<file path="src/rtl/axis_hdr_insert_pipe_pkg.sv">
// Shared state type and byte-enable helpers for the AXI-Stream header inserter.
package axis_hdr_pkg;
  localparam int MAX_BYTES = 64;

  typedef enum logic [1:0] {IDLE, STREAM, FLUSH} state_t;

  function automatic logic [MAX_BYTES-1:0] keep_msb_mask(input int unsigned n,
                                                         input int unsigned nbytes);
    logic [MAX_BYTES-1:0] m;
    m = '0;
    for (int unsigned i = 0; i < MAX_BYTES; i++)
      if (i < nbytes && i + n >= nbytes) m[i] = 1'b1;
    return m;
  endfunction

  function automatic int unsigned popcount(input logic [MAX_BYTES-1:0] keep);
    int unsigned c;
    c = 0;
    for (int i = 0; i < MAX_BYTES; i++)
      if (keep[i]) c++;
    return c;
  endfunction

  function automatic logic hdr_keep_ok(input logic [MAX_BYTES-1:0] keep,
                                       input int unsigned cnt);
    logic ok;
    ok = 1'b1;
    for (int unsigned i = 0; i < MAX_BYTES; i++)
      if (keep[i] != (i < cnt)) ok = 1'b0;
    return ok;
  endfunction
endpackage

</file>
<file path="src/rtl/axis_hdr_insert_pipe_if.sv">
// Input stream, output stream and header channel of the header inserter.
interface axis_hdr_insert_pipe_if #(
  parameter int DATA_WD      = 32,
  parameter int DATA_BYTE_WD = DATA_WD / 8,
  parameter int BYTE_CNT_WD  = $clog2(DATA_BYTE_WD)
);
  logic                    valid_in;
  logic                    ready_in;
  logic [DATA_WD-1:0]      data_in;
  logic [DATA_BYTE_WD-1:0] keep_in;
  logic                    last_in;
  logic                    valid_out;
  logic                    ready_out;
  logic [DATA_WD-1:0]      data_out;
  logic [DATA_BYTE_WD-1:0] keep_out;
  logic                    last_out;
  logic                    valid_insert;
  logic                    ready_insert;
  logic [DATA_WD-1:0]      data_insert;
  logic [DATA_BYTE_WD-1:0] keep_insert;
  logic [BYTE_CNT_WD:0]    byte_insert_cnt;
  logic                    hdr_err;

  modport slave (
    input  valid_in, data_in, keep_in, last_in, ready_out,
           valid_insert, data_insert, keep_insert, byte_insert_cnt,
    output ready_in, valid_out, data_out, keep_out, last_out, ready_insert, hdr_err
  );

  modport master (
    output valid_in, data_in, keep_in, last_in, ready_out,
           valid_insert, data_insert, keep_insert, byte_insert_cnt,
    input  ready_in, valid_out, data_out, keep_out, last_out, ready_insert, hdr_err
  );
endinterface

</file>
<file path="src/rtl/axis_hdr_insert_pipe_byte_merge.sv">
// Combinational realignment: carry bytes followed by the leading bytes of the new beat.
module axis_byte_merge
  import axis_hdr_pkg::*;
#(
  parameter int DATA_WD      = 32,
  parameter int DATA_BYTE_WD = DATA_WD / 8,
  parameter int BYTE_CNT_WD  = $clog2(DATA_BYTE_WD)
) (
  input  logic [DATA_WD-1:0]      carry,
  input  logic [DATA_WD-1:0]      data_in,
  input  logic [DATA_BYTE_WD-1:0] keep_in,
  input  logic [BYTE_CNT_WD:0]    h,
  output logic [DATA_WD-1:0]      beat,
  output logic [DATA_WD-1:0]      carry_nxt,
  output logic [BYTE_CNT_WD+1:0]  t
);
  localparam int TW = BYTE_CNT_WD + 2;

  // only the low h bytes of carry survive the shift, so stale upper bytes never leak
  assign beat      = DATA_WD'({carry, data_in} >> {h, 3'b000});
  assign carry_nxt = data_in;
  assign t         = TW'(h) + TW'(popcount(MAX_BYTES'(keep_in)));
endmodule

</file>
<file path="src/rtl/axis_hdr_insert_pipe.sv">
// Back-pressured AXI-Stream header inserter: FSM, carry register and one output register.
module axis_hdr_insert_pipe
  import axis_hdr_pkg::*;
#(
  parameter int DATA_WD      = 32,
  parameter int DATA_BYTE_WD = DATA_WD / 8,
  parameter int BYTE_CNT_WD  = $clog2(DATA_BYTE_WD)
) (
  input logic                  clk,
  input logic                  rst,
  axis_hdr_insert_pipe_if.slave bus
);
  localparam int CW = BYTE_CNT_WD + 1;
  localparam int TW = BYTE_CNT_WD + 2;
  localparam logic [CW-1:0] FULL_CNT = CW'(DATA_BYTE_WD);
  localparam logic [TW-1:0] FULL_T   = TW'(DATA_BYTE_WD);

  function automatic logic [CW-1:0] sat_cnt(input logic [CW-1:0] cnt);
    return (cnt > FULL_CNT) ? FULL_CNT : cnt;
  endfunction

  function automatic logic [DATA_WD-1:0] byte_mask(input logic [DATA_BYTE_WD-1:0] keep);
    logic [DATA_WD-1:0] m;
    m = '0;
    for (int i = 0; i < DATA_BYTE_WD; i++) m[8*i +: 8] = {8{keep[i]}};
    return m;
  endfunction

  function automatic logic [DATA_BYTE_WD-1:0] top_keep(input logic [TW-1:0] n);
    return DATA_BYTE_WD'(keep_msb_mask(32'(n), DATA_BYTE_WD));
  endfunction

  state_t                  state_p0, state_d;
  logic [DATA_WD-1:0]      carry_p0;
  logic [CW-1:0]           h_p0;
  logic [TW-1:0]           t_p0;
  logic                    vld_p1, last_p1, hdr_err_p1;
  logic [DATA_WD-1:0]      data_p1;
  logic [DATA_BYTE_WD-1:0] keep_p1;

  logic [DATA_WD-1:0]      beat, carry_nxt, flush_beat, data_d;
  logic [TW-1:0]           t;
  logic [DATA_BYTE_WD-1:0] keep_d, flush_keep;
  logic                    last_d, load, in_hs, hdr_hs, hdr_bad, slot_free, in_rdy, hdr_rdy;

  axis_byte_merge #(
    .DATA_WD      (DATA_WD),
    .DATA_BYTE_WD (DATA_BYTE_WD),
    .BYTE_CNT_WD  (BYTE_CNT_WD)
  ) u_merge (
    .carry     (carry_p0),
    .data_in   (bus.data_in),
    .keep_in   (bus.keep_in),
    .h         (h_p0),
    .beat      (beat),
    .carry_nxt (carry_nxt),
    .t         (t)
  );

  assign slot_free  = !vld_p1 || bus.ready_out;
  assign flush_beat = DATA_WD'({carry_p0, {DATA_WD{1'b0}}} >> {h_p0, 3'b000});
  assign flush_keep = top_keep(t_p0 - FULL_T);
  assign hdr_bad    = (bus.byte_insert_cnt > FULL_CNT) ||
                      !hdr_keep_ok(MAX_BYTES'(bus.keep_insert), 32'(bus.byte_insert_cnt));

  always_comb begin
    state_d = state_p0;
    in_rdy  = 1'b0;
    hdr_rdy = 1'b0;
    hdr_hs  = 1'b0;
    in_hs   = 1'b0;
    load    = 1'b0;
    data_d  = '0;
    keep_d  = '0;
    last_d  = 1'b0;
    case (state_p0)
      IDLE: begin
        hdr_rdy = 1'b1;
        if (bus.valid_insert) begin
          hdr_hs  = 1'b1;
          state_d = STREAM;
        end
      end
      STREAM: begin
        in_rdy = slot_free;
        if (bus.valid_in && slot_free) begin
          in_hs  = 1'b1;
          load   = 1'b1;
          data_d = beat;
          keep_d = '1;
          if (bus.last_in) begin
            if (t <= FULL_T) begin
              keep_d  = top_keep(t);
              data_d  = beat & byte_mask(keep_d);
              last_d  = 1'b1;
              state_d = IDLE;
            end else begin
              state_d = FLUSH;
            end
          end
        end
      end
      FLUSH: begin
        if (slot_free) begin
          load    = 1'b1;
          keep_d  = flush_keep;
          data_d  = flush_beat & byte_mask(flush_keep);
          last_d  = 1'b1;
          state_d = IDLE;
        end
      end
      default: state_d = IDLE;
    endcase
  end

  always_ff @(posedge clk) begin
    if (rst) begin
      state_p0   <= IDLE;
      carry_p0   <= '0;
      h_p0       <= '0;
      t_p0       <= '0;
      vld_p1     <= 1'b0;
      data_p1    <= '0;
      keep_p1    <= '0;
      last_p1    <= 1'b0;
      hdr_err_p1 <= 1'b0;
    end else begin
      state_p0   <= state_d;
      hdr_err_p1 <= hdr_hs && hdr_bad;
      // stage p0: header / carry state feeding the realignment
      if (hdr_hs) begin
        carry_p0 <= bus.data_insert;
        h_p0     <= sat_cnt(bus.byte_insert_cnt);
      end
      if (in_hs) begin
        carry_p0 <= carry_nxt;
        t_p0     <= t;
      end
      // stage p1: the single output register
      if (load) begin
        vld_p1  <= 1'b1;
        data_p1 <= data_d;
        keep_p1 <= keep_d;
        last_p1 <= last_d;
      end else if (bus.ready_out) begin
        vld_p1  <= 1'b0;
      end
    end
  end

  assign bus.ready_in     = in_rdy;
  assign bus.ready_insert = hdr_rdy;
  assign bus.valid_out    = vld_p1;
  assign bus.data_out     = data_p1;
  assign bus.keep_out     = keep_p1;
  assign bus.last_out     = last_p1;
  assign bus.hdr_err      = hdr_err_p1;
endmodule
</file>
<file path="src/flat_wrapper.sv">
// flat-port wrapper written by rule: the top's interface ports become plain ports
module axis_hdr_insert_pipe_flat import axis_hdr_pkg::*;
#(
  parameter int DATA_WD      = 32,
  parameter int DATA_BYTE_WD = DATA_WD / 8,
  parameter int BYTE_CNT_WD  = $clog2(DATA_BYTE_WD)
)
  (clk, rst, bus_valid_in, bus_data_in, bus_keep_in, bus_last_in, bus_ready_out, bus_valid_insert, bus_data_insert, bus_keep_insert, bus_byte_insert_cnt, bus_ready_in, bus_valid_out, bus_data_out, bus_keep_out, bus_last_out, bus_ready_insert, bus_hdr_err);
  axis_hdr_insert_pipe_if #(.DATA_WD(DATA_WD), .DATA_BYTE_WD(DATA_BYTE_WD), .BYTE_CNT_WD(BYTE_CNT_WD)) bus_i ();
  input logic clk;
  input logic rst;
  input wire logic [$bits(bus_i.valid_in)-1:0] bus_valid_in;
  input wire logic [$bits(bus_i.data_in)-1:0] bus_data_in;
  input wire logic [$bits(bus_i.keep_in)-1:0] bus_keep_in;
  input wire logic [$bits(bus_i.last_in)-1:0] bus_last_in;
  input wire logic [$bits(bus_i.ready_out)-1:0] bus_ready_out;
  input wire logic [$bits(bus_i.valid_insert)-1:0] bus_valid_insert;
  input wire logic [$bits(bus_i.data_insert)-1:0] bus_data_insert;
  input wire logic [$bits(bus_i.keep_insert)-1:0] bus_keep_insert;
  input wire logic [$bits(bus_i.byte_insert_cnt)-1:0] bus_byte_insert_cnt;
  output wire logic [$bits(bus_i.ready_in)-1:0] bus_ready_in;
  output wire logic [$bits(bus_i.valid_out)-1:0] bus_valid_out;
  output wire logic [$bits(bus_i.data_out)-1:0] bus_data_out;
  output wire logic [$bits(bus_i.keep_out)-1:0] bus_keep_out;
  output wire logic [$bits(bus_i.last_out)-1:0] bus_last_out;
  output wire logic [$bits(bus_i.ready_insert)-1:0] bus_ready_insert;
  output wire logic [$bits(bus_i.hdr_err)-1:0] bus_hdr_err;
  assign bus_i.valid_in = bus_valid_in;
  assign bus_i.data_in = bus_data_in;
  assign bus_i.keep_in = bus_keep_in;
  assign bus_i.last_in = bus_last_in;
  assign bus_i.ready_out = bus_ready_out;
  assign bus_i.valid_insert = bus_valid_insert;
  assign bus_i.data_insert = bus_data_insert;
  assign bus_i.keep_insert = bus_keep_insert;
  assign bus_i.byte_insert_cnt = bus_byte_insert_cnt;
  assign bus_ready_in = bus_i.ready_in;
  assign bus_valid_out = bus_i.valid_out;
  assign bus_data_out = bus_i.data_out;
  assign bus_keep_out = bus_i.keep_out;
  assign bus_last_out = bus_i.last_out;
  assign bus_ready_insert = bus_i.ready_insert;
  assign bus_hdr_err = bus_i.hdr_err;
  axis_hdr_insert_pipe #(.DATA_WD(DATA_WD), .DATA_BYTE_WD(DATA_BYTE_WD), .BYTE_CNT_WD(BYTE_CNT_WD)) u_core (.clk(clk), .rst(rst), .bus(bus_i));
endmodule
</file>
<file path="config.mk">
export PLATFORM = sky130hd
export DESIGN_NAME = axis_hdr_insert_pipe_flat
export DESIGN_NICKNAME = d
export VERILOG_FILES = /design/src/rtl/axis_hdr_insert_pipe_pkg.sv /design/src/rtl/axis_hdr_insert_pipe_if.sv /design/src/rtl/axis_hdr_insert_pipe_byte_merge.sv /design/src/rtl/axis_hdr_insert_pipe.sv /design/src/flat_wrapper.sv
export SDC_FILE = /design/constraint.sdc
export NUM_CORES = 1
export LEC_CHECK = 0
export CELL_PAD_IN_SITES_DETAIL_PLACEMENT = 0
export CELL_PAD_IN_SITES_GLOBAL_PLACEMENT = 1
export CORE_MARGIN = 5
export CORE_UTILIZATION = 25
export CTS_CLUSTER_SIZE = 28
export DETAILED_ROUTE_END_ITERATION = 10
export GPL_ROUTABILITY_DRIVEN = 0
export GPL_TIMING_DRIVEN = 0
export PLACE_DENSITY_LB_ADDON = 0.05
export SYNTH_ARGS = -nofsm -noshare
export SYNTH_HDL_FRONTEND = slang
export SYNTH_SLANG_ARGS = --single-unit
</file>
<file path="constraint.sdc">
create_clock -name clk -period 4.15 [get_ports clk]
set_clock_uncertainty 0.2 [all_clocks]
set_input_delay 0.415 -clock clk [delete_from_list [all_inputs] [get_ports clk]]
set_output_delay 0.415 -clock clk [all_outputs]
set_load 0.02 [all_outputs]
</file>
# == After elaboration in Yosys (flattened, before gate mapping) ==
# Cells that the tools add are included.
# totals
n_memories,0
ram_bits,0
inputBits,81
romBits,0
latchBits,0
output_inout_bits,41
reg_bits,80
# classes
n_reduce_logical,10
shifts,2
order_cmp,17
div_mod_pow,0
bitwise,2
mux,68
eq_ne,10
n_addsub,11
n_mul,0
# ops
cell,n
$ge 32x3->1 const B,6
$mux 32,6
$shr 64x6->32,2
$and 32x32->32,2
$pmux 32 s2,1
$mux 1,44
$mux 4,7
$add 2x4->5 const A,4
$add 1x4->5 const A,2
$mux 2,5
$lt 3x3->1 const A,3
$add 4x1->4 const B,2
$ge 4x3->1 const B,2
$pmux 4 s2,1
$lt 1x3->1 const A,2
$lt 2x3->1 const A,2
$pmux 2 s3,1
$add 3x4->4,1
$le 4x3->1 const B,1
$ne 1x1->1,4
$ne 2x1->1 const B,2
$ne 2x2->1 const B,2
$pmux 1 s2,2
$reduce_and 4->1,1
other kinds (11),15

# == Logic depth before layout (Yosys ltp) ==
# Gate-level depths: netlist of run 1.
# depth
ltp_word,20
mapped_depth,16

# == Modules after synthesis ==
# Synthesis of run 1 repeated with hierarchy kept, for this count alone.
# unflattened
cells_unflattened,840
hier_area_um2,7213.2
# modules_own_cells
module,instances,seq_area_each_um2,area_per_inst_um2,cells_each
axis_hdr_insert_pipe,1,1601.5,5073.6,602
axis_byte_merge,1,0.0,2139.6,238

# == Least setup slack after synthesis of run 1 ==
# No wires, ideal clock.
# synth_path
path_kind,input-to-reg
start,input port bus_keep_in[0]
end,register u_core.data_p1[15] (netlist: u_core.bus.data_out[15])
path_slack_ns,0.501
cell_stages,15
arrival_time_ns,3.388
path_cell_list,inv_1 ha_1 xor2_1 ha_1 nand2_1 o21ai_0 fa_1 xnor2_2 inv_2 ha_1 nand3b_1 and4_1 nor2_2 a221o_1 a32o_1
# synth_between
elab_chain_cells,20
word_cells_on_any_way,21
cone_classes,add/sub: 5; order compare: 2; mux: 13; bitwise: 1
# synth_rtl
item,line_no,rtl
from (decl),flat_wrapper.sv:14,input wire logic [$bits(bus_i.keep_in)-1:0] bus_keep_in;
$mux 1 *,axis_hdr_insert_pipe_pkg.sv:20,if (keep[i]) c++;
$add 1x1->2,axis_hdr_insert_pipe_pkg.sv:20,
$mux 4 *,axis_hdr_insert_pipe_pkg.sv:20,
$add 4x1->4,axis_hdr_insert_pipe_pkg.sv:20,
$mux 4 *,axis_hdr_insert_pipe_pkg.sv:20,
$add 4x1->4,axis_hdr_insert_pipe_pkg.sv:20,
$mux 4 *,axis_hdr_insert_pipe_pkg.sv:20,
$add 3x4->4 *,axis_hdr_insert_pipe_byte_merge.sv:22,assign t = TW'(h) + TW'(popcount(MAX_BYTES'(keep_in)));
via u_core.t[2],axis_hdr_insert_pipe.sv:42,logic [TW-1:0] t;
(+4 left out),-,
$mux 1,axis_hdr_insert_pipe.sv:91,if (bus.last_in) begin
$mux 1,axis_hdr_insert_pipe.sv:86,if (bus.valid_in && slot_free) begin
$mux 1,axis_hdr_insert_pipe.sv:76,case (state_p0)
$and 32x32->32,axis_hdr_insert_pipe.sv:94,data_d = beat & byte_mask(keep_d);
$mux 32 *,axis_hdr_insert_pipe.sv:92,if (t <= FULL_T) begin
$mux 32 *,axis_hdr_insert_pipe.sv:91,
$mux 32 *,axis_hdr_insert_pipe.sv:86,
$pmux 32 s2 *,axis_hdr_insert_pipe.sv:76,
to (signal assigned),axis_hdr_insert_pipe.sv:142,data_p1 <= data_d;
to (decl),axis_hdr_insert_pipe.sv:38,logic [DATA_WD-1:0] data_p1;
# The timed path passes the listed nets; every way through them passes the cells marked *. The select of a mux whose other input is x is not followed.
# A chain may end at the register's enable or synchronous reset.

# == Worst setup path in the final report of run 1 ==
# layout_path
start,input port bus_keep_in[0]
end,register u_core.data_p1[18] (netlist: u_core.bus.data_out[18])
# layout_between
elab_chain_cells,20
word_cells_on_any_way,21
cone_classes,add/sub: 5; order compare: 2; mux: 13; bitwise: 1
# layout_rtl
item,line_no
$mux 1 *,axis_hdr_insert_pipe_pkg.sv:20
$add 1x1->2,axis_hdr_insert_pipe_pkg.sv:20
$mux 4 *,axis_hdr_insert_pipe_pkg.sv:20
$add 4x1->4,axis_hdr_insert_pipe_pkg.sv:20
$mux 4 *,axis_hdr_insert_pipe_pkg.sv:20
$add 4x1->4,axis_hdr_insert_pipe_pkg.sv:20
$mux 4 *,axis_hdr_insert_pipe_pkg.sv:20
$add 3x4->4 *,axis_hdr_insert_pipe_byte_merge.sv:22
via u_core.t[2],axis_hdr_insert_pipe.sv:42
(+4 left out),-
$mux 1,axis_hdr_insert_pipe.sv:91
$mux 1,axis_hdr_insert_pipe.sv:86
$mux 1,axis_hdr_insert_pipe.sv:76
$and 32x32->32,axis_hdr_insert_pipe.sv:94
$mux 32 *,axis_hdr_insert_pipe.sv:92
$mux 32 *,axis_hdr_insert_pipe.sv:91
$mux 32 *,axis_hdr_insert_pipe.sv:86
$pmux 32 s2 *,axis_hdr_insert_pipe.sv:76
# Marked as above.

==> results.json, run 1 <==
{
  "diodes": 0,
  "clkTransAtPathRegs_ps": 70,
  "synth_seq_cells": 80,
  "ios": 122,
  "drc": 0,
  "cpMaxStageDelayCell": "clkdlybuf4s50_1",
  "whs_ps": 253,
  "antenna_found_initial": 0,
  "synth_top_area_share_pct": 29.6,
  "synth_edf_count": 0,
  "htree_num_levels": 3,
  "clock.fmax_mhz": 252,
  "die_h_um": 157,
  "syn2layout_area_growth_pct": 35.9,
  "use_met3_pct": 3.41,
  "arrival_ps": 4060,
  "synth_warnings": 0,
  "fp.coreArea_sq_um": 21200,
  "cp_num_buf_inv": 5,
  "vias": 5687,
  "avgSynthCellArea_sq_um": 8.25,
  "finalHoldViolCount": 0,
  "numCtsBuffers": 9,
  "cp-start-kind": "primary input",
  "num_rows": 53,
  "maxCapViolCount": 0,
  "rsz0062_at_grt": "yes",
  "grt_max_degree": 15,
  "min_path_type": "reg2reg",
  "synth_common_cells": "dfxtp_1 (80), nand2_1 (80), nor2_1 (71)",
  "die_area_sq_um": 24700,
  "final_cell_area_sq_um": 7360,
  "cts_tree": "done",
  "cp_common_cell": "ha_1",
  "multi_input_area_sq_um": 3570,
  "post-route-period-util_pct": 95.5,
  "nNetsFinal": 890,
  "p_total_uw": 2420,
  "grt-ovfl-total": 0,
  "p_clk_share_pct": 34.9,
  "wl_per_cell_um": 22.4,
  "viasPerCell": 5.31,
  "synth_top_area_cell": "dfxtp_1",
  "period_needed_ps": 3960,
  "power.density_nw_per_um2": 329,
  "fin_util_pct": 34.8,
  "syn_area_sq_um": 5410,
  "crit_family": "adder cells",
  "port_buffers": 120,
  "ant_nets": 0,
  "dieWidth_um": 157,
  "grt_use_total_pct": 19.1,
  "max_stage_delay_ps": 510,
  "grt_pass1_wl_um": 35600,
  "ys.flop_type": "dfxtp_1",
  "final_cells": 1070,
  "synth_cells": 656,
  "drive_gt1_share_pct": 10.1,
  "finalSetupViolations": 0,
  "ys_types": 57,
  "internal_power_uw": 1590,
  "fillers": 2240,
  "pwr-share-seq_pct": 37.1,
  "leakage_uw": 0.00252,
  "async_flop_share_pct": 0,
  "pwr-share-comb_pct": 28.0,
  "start_util_pct": 25.6,
  "grt_util_met2_pct": 28.8,
  "cts_root_buf": "clkbuf_16",
  "p_sw_share_pct": 34.4,
  "drv_slew": 0,
  "postCtsHoldBufs": 0,
  "max-slew-margin-rel_pct": 50.9,
  "busiest_layer": "met2",
  "vdd.ir_drop.worst_v": 0.000149,
  "dr.pass1.iters": 5,
  "drt-total-wl_um": 24000,
  "synth_area_leaders": "dfxtp_1 (30%), mux2i_1 (7.2%), mux4_2 (6.2%)",
  "p_sw_uw": 831,
  "yosysSeqAreaShare_pct": 29.6,
  "path_class": "in2reg",
  "tightest_slew_ps": 731,
  "path_max_fanout": 8,
  "dp_cells": 1051,
  "path_cells": "clkdlybuf4s50_1 -> inv_1 -> ha_1 -> xor2_2 -> ha_1 -> nand2_1 -> o21ai_1 -> fa_2 -> xnor2_2 -> inv_2 -> ha_1 -> inv_1 -> o21ai_2 -> a41oi_2 -> buf_4 -> nand3_2 -> nor2_1 -> a221o_1",
  "status": "completed",
  "synth_nets": 756,
  "clockBufferDepth": 2,
  "met1_usage_pct": 28.2,
  "grt_pass1_vias": 5666,
  "dpl.hpwl_um": 19600,
  "clock_sinks": 80,
  "final-seq-area_sq_um": 1600,
  "worstPathRequired_ps": 4240,
  "worstSkewPairLatency_ps": 350,
  "end_kind": "flop",
  "place_area_sq_um": 6960,
  "first_iter_violations": 432
}
sequential cells by signal (all words and copies together) (netlist names):
name and cells:
u_core.bus.data_out 32, u_core.carry_p0 32, u_core.bus.keep_out 4, u_core.t_p0 4, u_core.h_p0 3, u_core.state_p0 2, u_core.bus.hdr_err 1, u_core.bus.last_out 1
u_core.bus.valid_out 1
cell usage in the layout, fill, tap and decap left out, drive strengths merged, types with 6 or more instances in the layout:
cell type      instances
a221o                 16
a22oi                  7
a211oi                13
nand3                 43
mux4                  15
a32o                   8
ha                    18
nor3                  10
nor2                  74
mux2i                 39
o21ai                 32
a21oi                 37
dfxtp                 80
buf                   28
clkbuf                38
nand2                 80
o211ai                 6
clkdlybuf4s50        120
a311oi                33
o22ai                 14
inv                   18
a31oi                  8
power groups by stage:
stage | clock, uW | sequential, uW | combinational, uW
after floorplan | 0 | 879 | 389
after global placement | 0 | 910 | 640
after detailed placement | 0 | 911 | 647
after CTS | 863 | 893 | 665
after global routing | 890 | 903 | 736
final | 845 | 896 | 677
logic make-up (layout without fill, tap and decap cells):
logic type,Yosys count,count (layout),share of synthesized area (%)
compound gates,191,191,25.4
xor+xnor,6,6,1.11
fa+ha+maj,19,19,4.53
buf+inv,71,210,5.78
flops,80,80,29.6
mux,57,57,14.1
simple gates,232,232,19.5
final timing paths:
path	slack, ps	startpoint	cells after the start	to
worst max-delay path	190	bus_keep_in[0]	18	u_core.bus.data_out[18]$_SDFFE_PP0P_
worst min-delay path	250	u_core.bus.data_out[6]$_SDFFE_PP0P_	1	u_core.bus.data_out[6]$_SDFFE_PP0P_
worst max register to register	1310	u_core.h_p0[0]$_SDFFE_PP0P_	12	u_core.bus.data_out[18]$_SDFFE_PP0P_
worst min register to register	250	u_core.bus.data_out[6]$_SDFFE_PP0P_	1	u_core.bus.data_out[6]$_SDFFE_PP0P_
worst reg2reg max path: stages, from the launching register on:
cell     delay (ps)
dfxtp_1         330
ha_1            230
fa_2            370
xnor2_2         210
inv_2           120
ha_1            210
inv_1            80
o21ai_2          80
a41oi_2         290
buf_4           180
nand3_2         180
nor2_1          200
a221o_1         120
area by class of cell:
cell class / instances / share of cell area [%]
Clock buffer: 10 / 3.25
Inverter: 18 / 0.918
Tap cell: 275 / 4.68
Clock inverter: 6 / 0.935
Timing Repair Buffer: 123 / 16.6
Multi-Input combinational cell: 505 / 48.5
Buffer: 53 / 3.33
Sequential cell: 80 / 21.8
stage by stage:
step	setup TNS (ps)	setup slack, ps
detailed placement	-14910	-670
global route	-37.0	-13.0
floorplan	0	501
global placement	-12860	-610
finish	0	186
CTS	0	36.9
layer usage:
metal	part of all wire [%]	vias up
met5	0	-
met4	1.6	0
met2	43	242
met3	6.2	21
li1	-	2726
met1	50	2698
what timing repair did:
item | in CTS | in global routing
setup buffers | 3 | 0
hold endpoints to repair | 0 | 0
endpoints found under the setup margin | 19 | 23
pin swaps | 2 | 0
resized for setup | 8 | 7
Note: power is estimated with default switching activity, not from simulation.
==> run 2: changes to the inputs <==
==> constraint.sdc (replaced) <==
create_clock -name clk -period 3.5 [get_ports clk]
set_clock_uncertainty 0.2 [all_clocks]
set_input_delay 0.35 -clock clk [delete_from_list [all_inputs] [get_ports clk]]
set_output_delay 0.35 -clock clk [all_outputs]
set_load 0.02 [all_outputs]
==> run 2 against run 1 <==
Effect of this change: sequential share of layout area is 0.31 points lower; total power is 18% higher; via count is 0.86% higher; cell count is 0.37% higher; largest cell class unchanged; critical path type unchanged; wire length is 1.6% higher; global-route usage is 0.35 points higher; die area stayed put.
==> results.json, run 2 (synthesized netlist as in run 1, its figures left out) <==
{
  "status": "completed",
  "port_buffers": 120,
  "numCtsBuffers": 9,
  "dieWidth_um": 157,
  "p_sw_share_pct": 36.1,
  "worstPathRequired_ps": 3540,
  "worstSkewPairLatency_ps": 360,
  "syn2layout_area_growth_pct": 37.9,
  "layout_commonest_cell": "clkdlybuf4s50_1",
  "grt_pass1_vias": 5728,
  "start_util_pct": 25.6,
  "dr.pass1.iters": 4,
  "cts_root_buf": "clkbuf_16",
  "tightest_slew_ps": 756,
  "vdd.ir_drop.worst_v": 0.000187,
  "startpoint": "bus_keep_in[1]",
  "ant_nets": 0,
  "clkTransAtPathRegs_ps": 70,
  "pwr-share-comb_pct": 29.9,
  "clockBufferDepth": 2,
  "regToRegStartpoint": "u_core.state_p0[1]$_SDFFE_PP0P_",
  "post-route-period-util_pct": 96.1,
  "pwr-share-seq_pct": 37.4,
  "pre_cts_ws_ps": -1160,
  "fp.coreArea_sq_um": 21200,
  "postCtsHoldBufs": 0,
  "final_cell_area_sq_um": 7470,
  "grt-ovfl-total": 0,
  "path_max_fanout": 8,
  "place_area_sq_um": 6970,
  "diodes": 0,
  "htree_num_levels": 3,
  "max-slew-margin-rel_pct": 49.2,
  "p_clk_share_pct": 32.7,
  "grt_use_total_pct": 19.5,
  "drc": 0,
  "die_area_sq_um": 24700,
  "max_stage_delay_ps": 390,
  "maxCapViolCount": 0,
  "hold_start": "u_core.bus.data_out[6]$_SDFFE_PP0P_",
  "period_needed_ps": 3360,
  "layout_common_cells": "clkdlybuf4s50_1 (117), dfxtp_1 (80), nand2_1 (79), nor2_1 (63), nand3_1 (40)",
  "path_cells": "clkdlybuf4s15_1 -> inv_2 -> ha_4 -> xor2_2 -> ha_1 -> nand2_1 -> o21ai_2 -> fa_2 -> xnor2_4 -> inv_4 -> ha_1 -> inv_2 -> o21ai_4 -> a41oi_4 -> buf_6 -> nand3_4 -> nor2_2 -> a221o_1",
  "cpMaxStageDelayCell": "fa_2",
  "dpl.hpwl_um": 19800,
  "crit_family": "adder cells",
  "viasPerCell": 5.34,
  "grt_pass1_wl_um": 36500,
  "wl_per_cell_um": 22.7,
  "first_iter_violations": 400,
  "clock.fmax_mhz": 297,
  "p_sw_uw": 1030,
  "min_path_type": "reg2reg",
  "num_rows": 53,
  "cp-start-kind": "primary input",
  "drt-total-wl_um": 24300,
  "finalHoldViolCount": 0,
  "power.density_nw_per_um2": 381,
  "arrival_ps": 3410,
  "setup_ws_ps": 137,
  "drive_gt1_share_pct": 12.6,
  "clock_sinks": 80,
  "vias": 5736,
  "ios": 122,
  "cts_tree": "done",
  "finalSetupViolations": 0,
  "path_class": "in2reg",
  "antenna_found_initial": 0,
  "internal_power_uw": 1820,
  "cp_num_buf_inv": 5,
  "p_total_uw": 2850,
  "end_kind": "flop",
  "leakage_uw": 0.00255,
  "grt_max_degree": 16,
  "die_h_um": 157,
  "drv_slew": 0,
  "nNetsFinal": 894
}
run 2: cell types whose count changed in the layout (fill, tap and decap cells not counted), moves of 3 or more:
| cell | before | now |
|---|---|---|
| nor2_1 | 70 | 63 |
| inv_1 | 16 | 12 |
| nor2_4 | 1 | 5 |
| buf_4 | 5 | 8 |
| clkdlybuf4s50_1 | 120 | 117 |
| clkinvlp_4 | 4 | 1 |
| ha_1 | 17 | 14 |
| inv_2 | 2 | 5 |
| nor2_2 | 3 | 6 |
run 2: metal layers:
metal  up-vias  GRT usage (%)  part of all wire (%)
met1      2730           29.0                    49
met4         0           5.98                   2.3
li1       2750              -                     -
met5         -              0                     0
met3        27           2.97                   5.8
met2       229           28.9                    43
run 2: final cells by class:
cell class,count,area [sq um]
timing repair buffer,127,1250
tap,275,344
clock buffer,9,225
inverter,18,70.1
multi-input combinational,505,3670
buffer,53,245
sequential,80,1600
fill,2219,13700
clock inverter,7,56.3
run 2: per-stage QoR:
step / setup TNS [ps] / utilization (%) / hold WS, ps / std cells
2_1_floorplan: 0 / - / 249 / 656
6_report: 0 / 35.3 / 252 / 1074
5_1_grt: -8.75 / 35.3 / 269 / 1074
4_1_cts: 0 / 34.9 / 258 / 1073
3_5_place_dp: -32510 / 33.0 / 242 / 1051
3_3_place_gp: -30050 / 33.0 / 238 / 1051
run 2: power by group through the flow:
stage / clock [uW] / combinational (uW) / sequential (uW)
floorplan: 0 / 467 / 1040
global route: 987 / 923 / 1070
finish: 932 / 852 / 1060
global placement: 0 / 767 / 1080
CTS: 946 / 828 / 1060
detailed placement: 0 / 778 / 1080
run 2: worst reg2reg max path: stages, from the launching register on:
cell and delay (ps):
dfxtp_1 330, inv_1 90, ha_1 290, a21o_1 170
nand3_1 260, nor2_1 500, clkbuf_1 490, o21ai_0 320
o21ai_0 220
run 2: path summary, 6_finish.rpt:
| path | to | slack, ps | cells past startpoint |
|---|---|---|---|
| max | u_core.bus.data_out[22]$_SDFFE_PP0P_ | 140 | 18 |
| min | u_core.bus.data_out[6]$_SDFFE_PP0P_ | 250 | 1 |
| max reg2reg | u_core.bus.data_out[31]$_SDFFE_PP0P_ | 570 | 8 |
| min reg2reg | u_core.bus.data_out[6]$_SDFFE_PP0P_ | 250 | 1 |
run 2: what timing repair did:
action | in CTS | in global routing
setup buffers | 6 | 1
resized for setup | 19 | 23
pin swaps | 4 | 7
setup endpoints to repair | 37 | 21
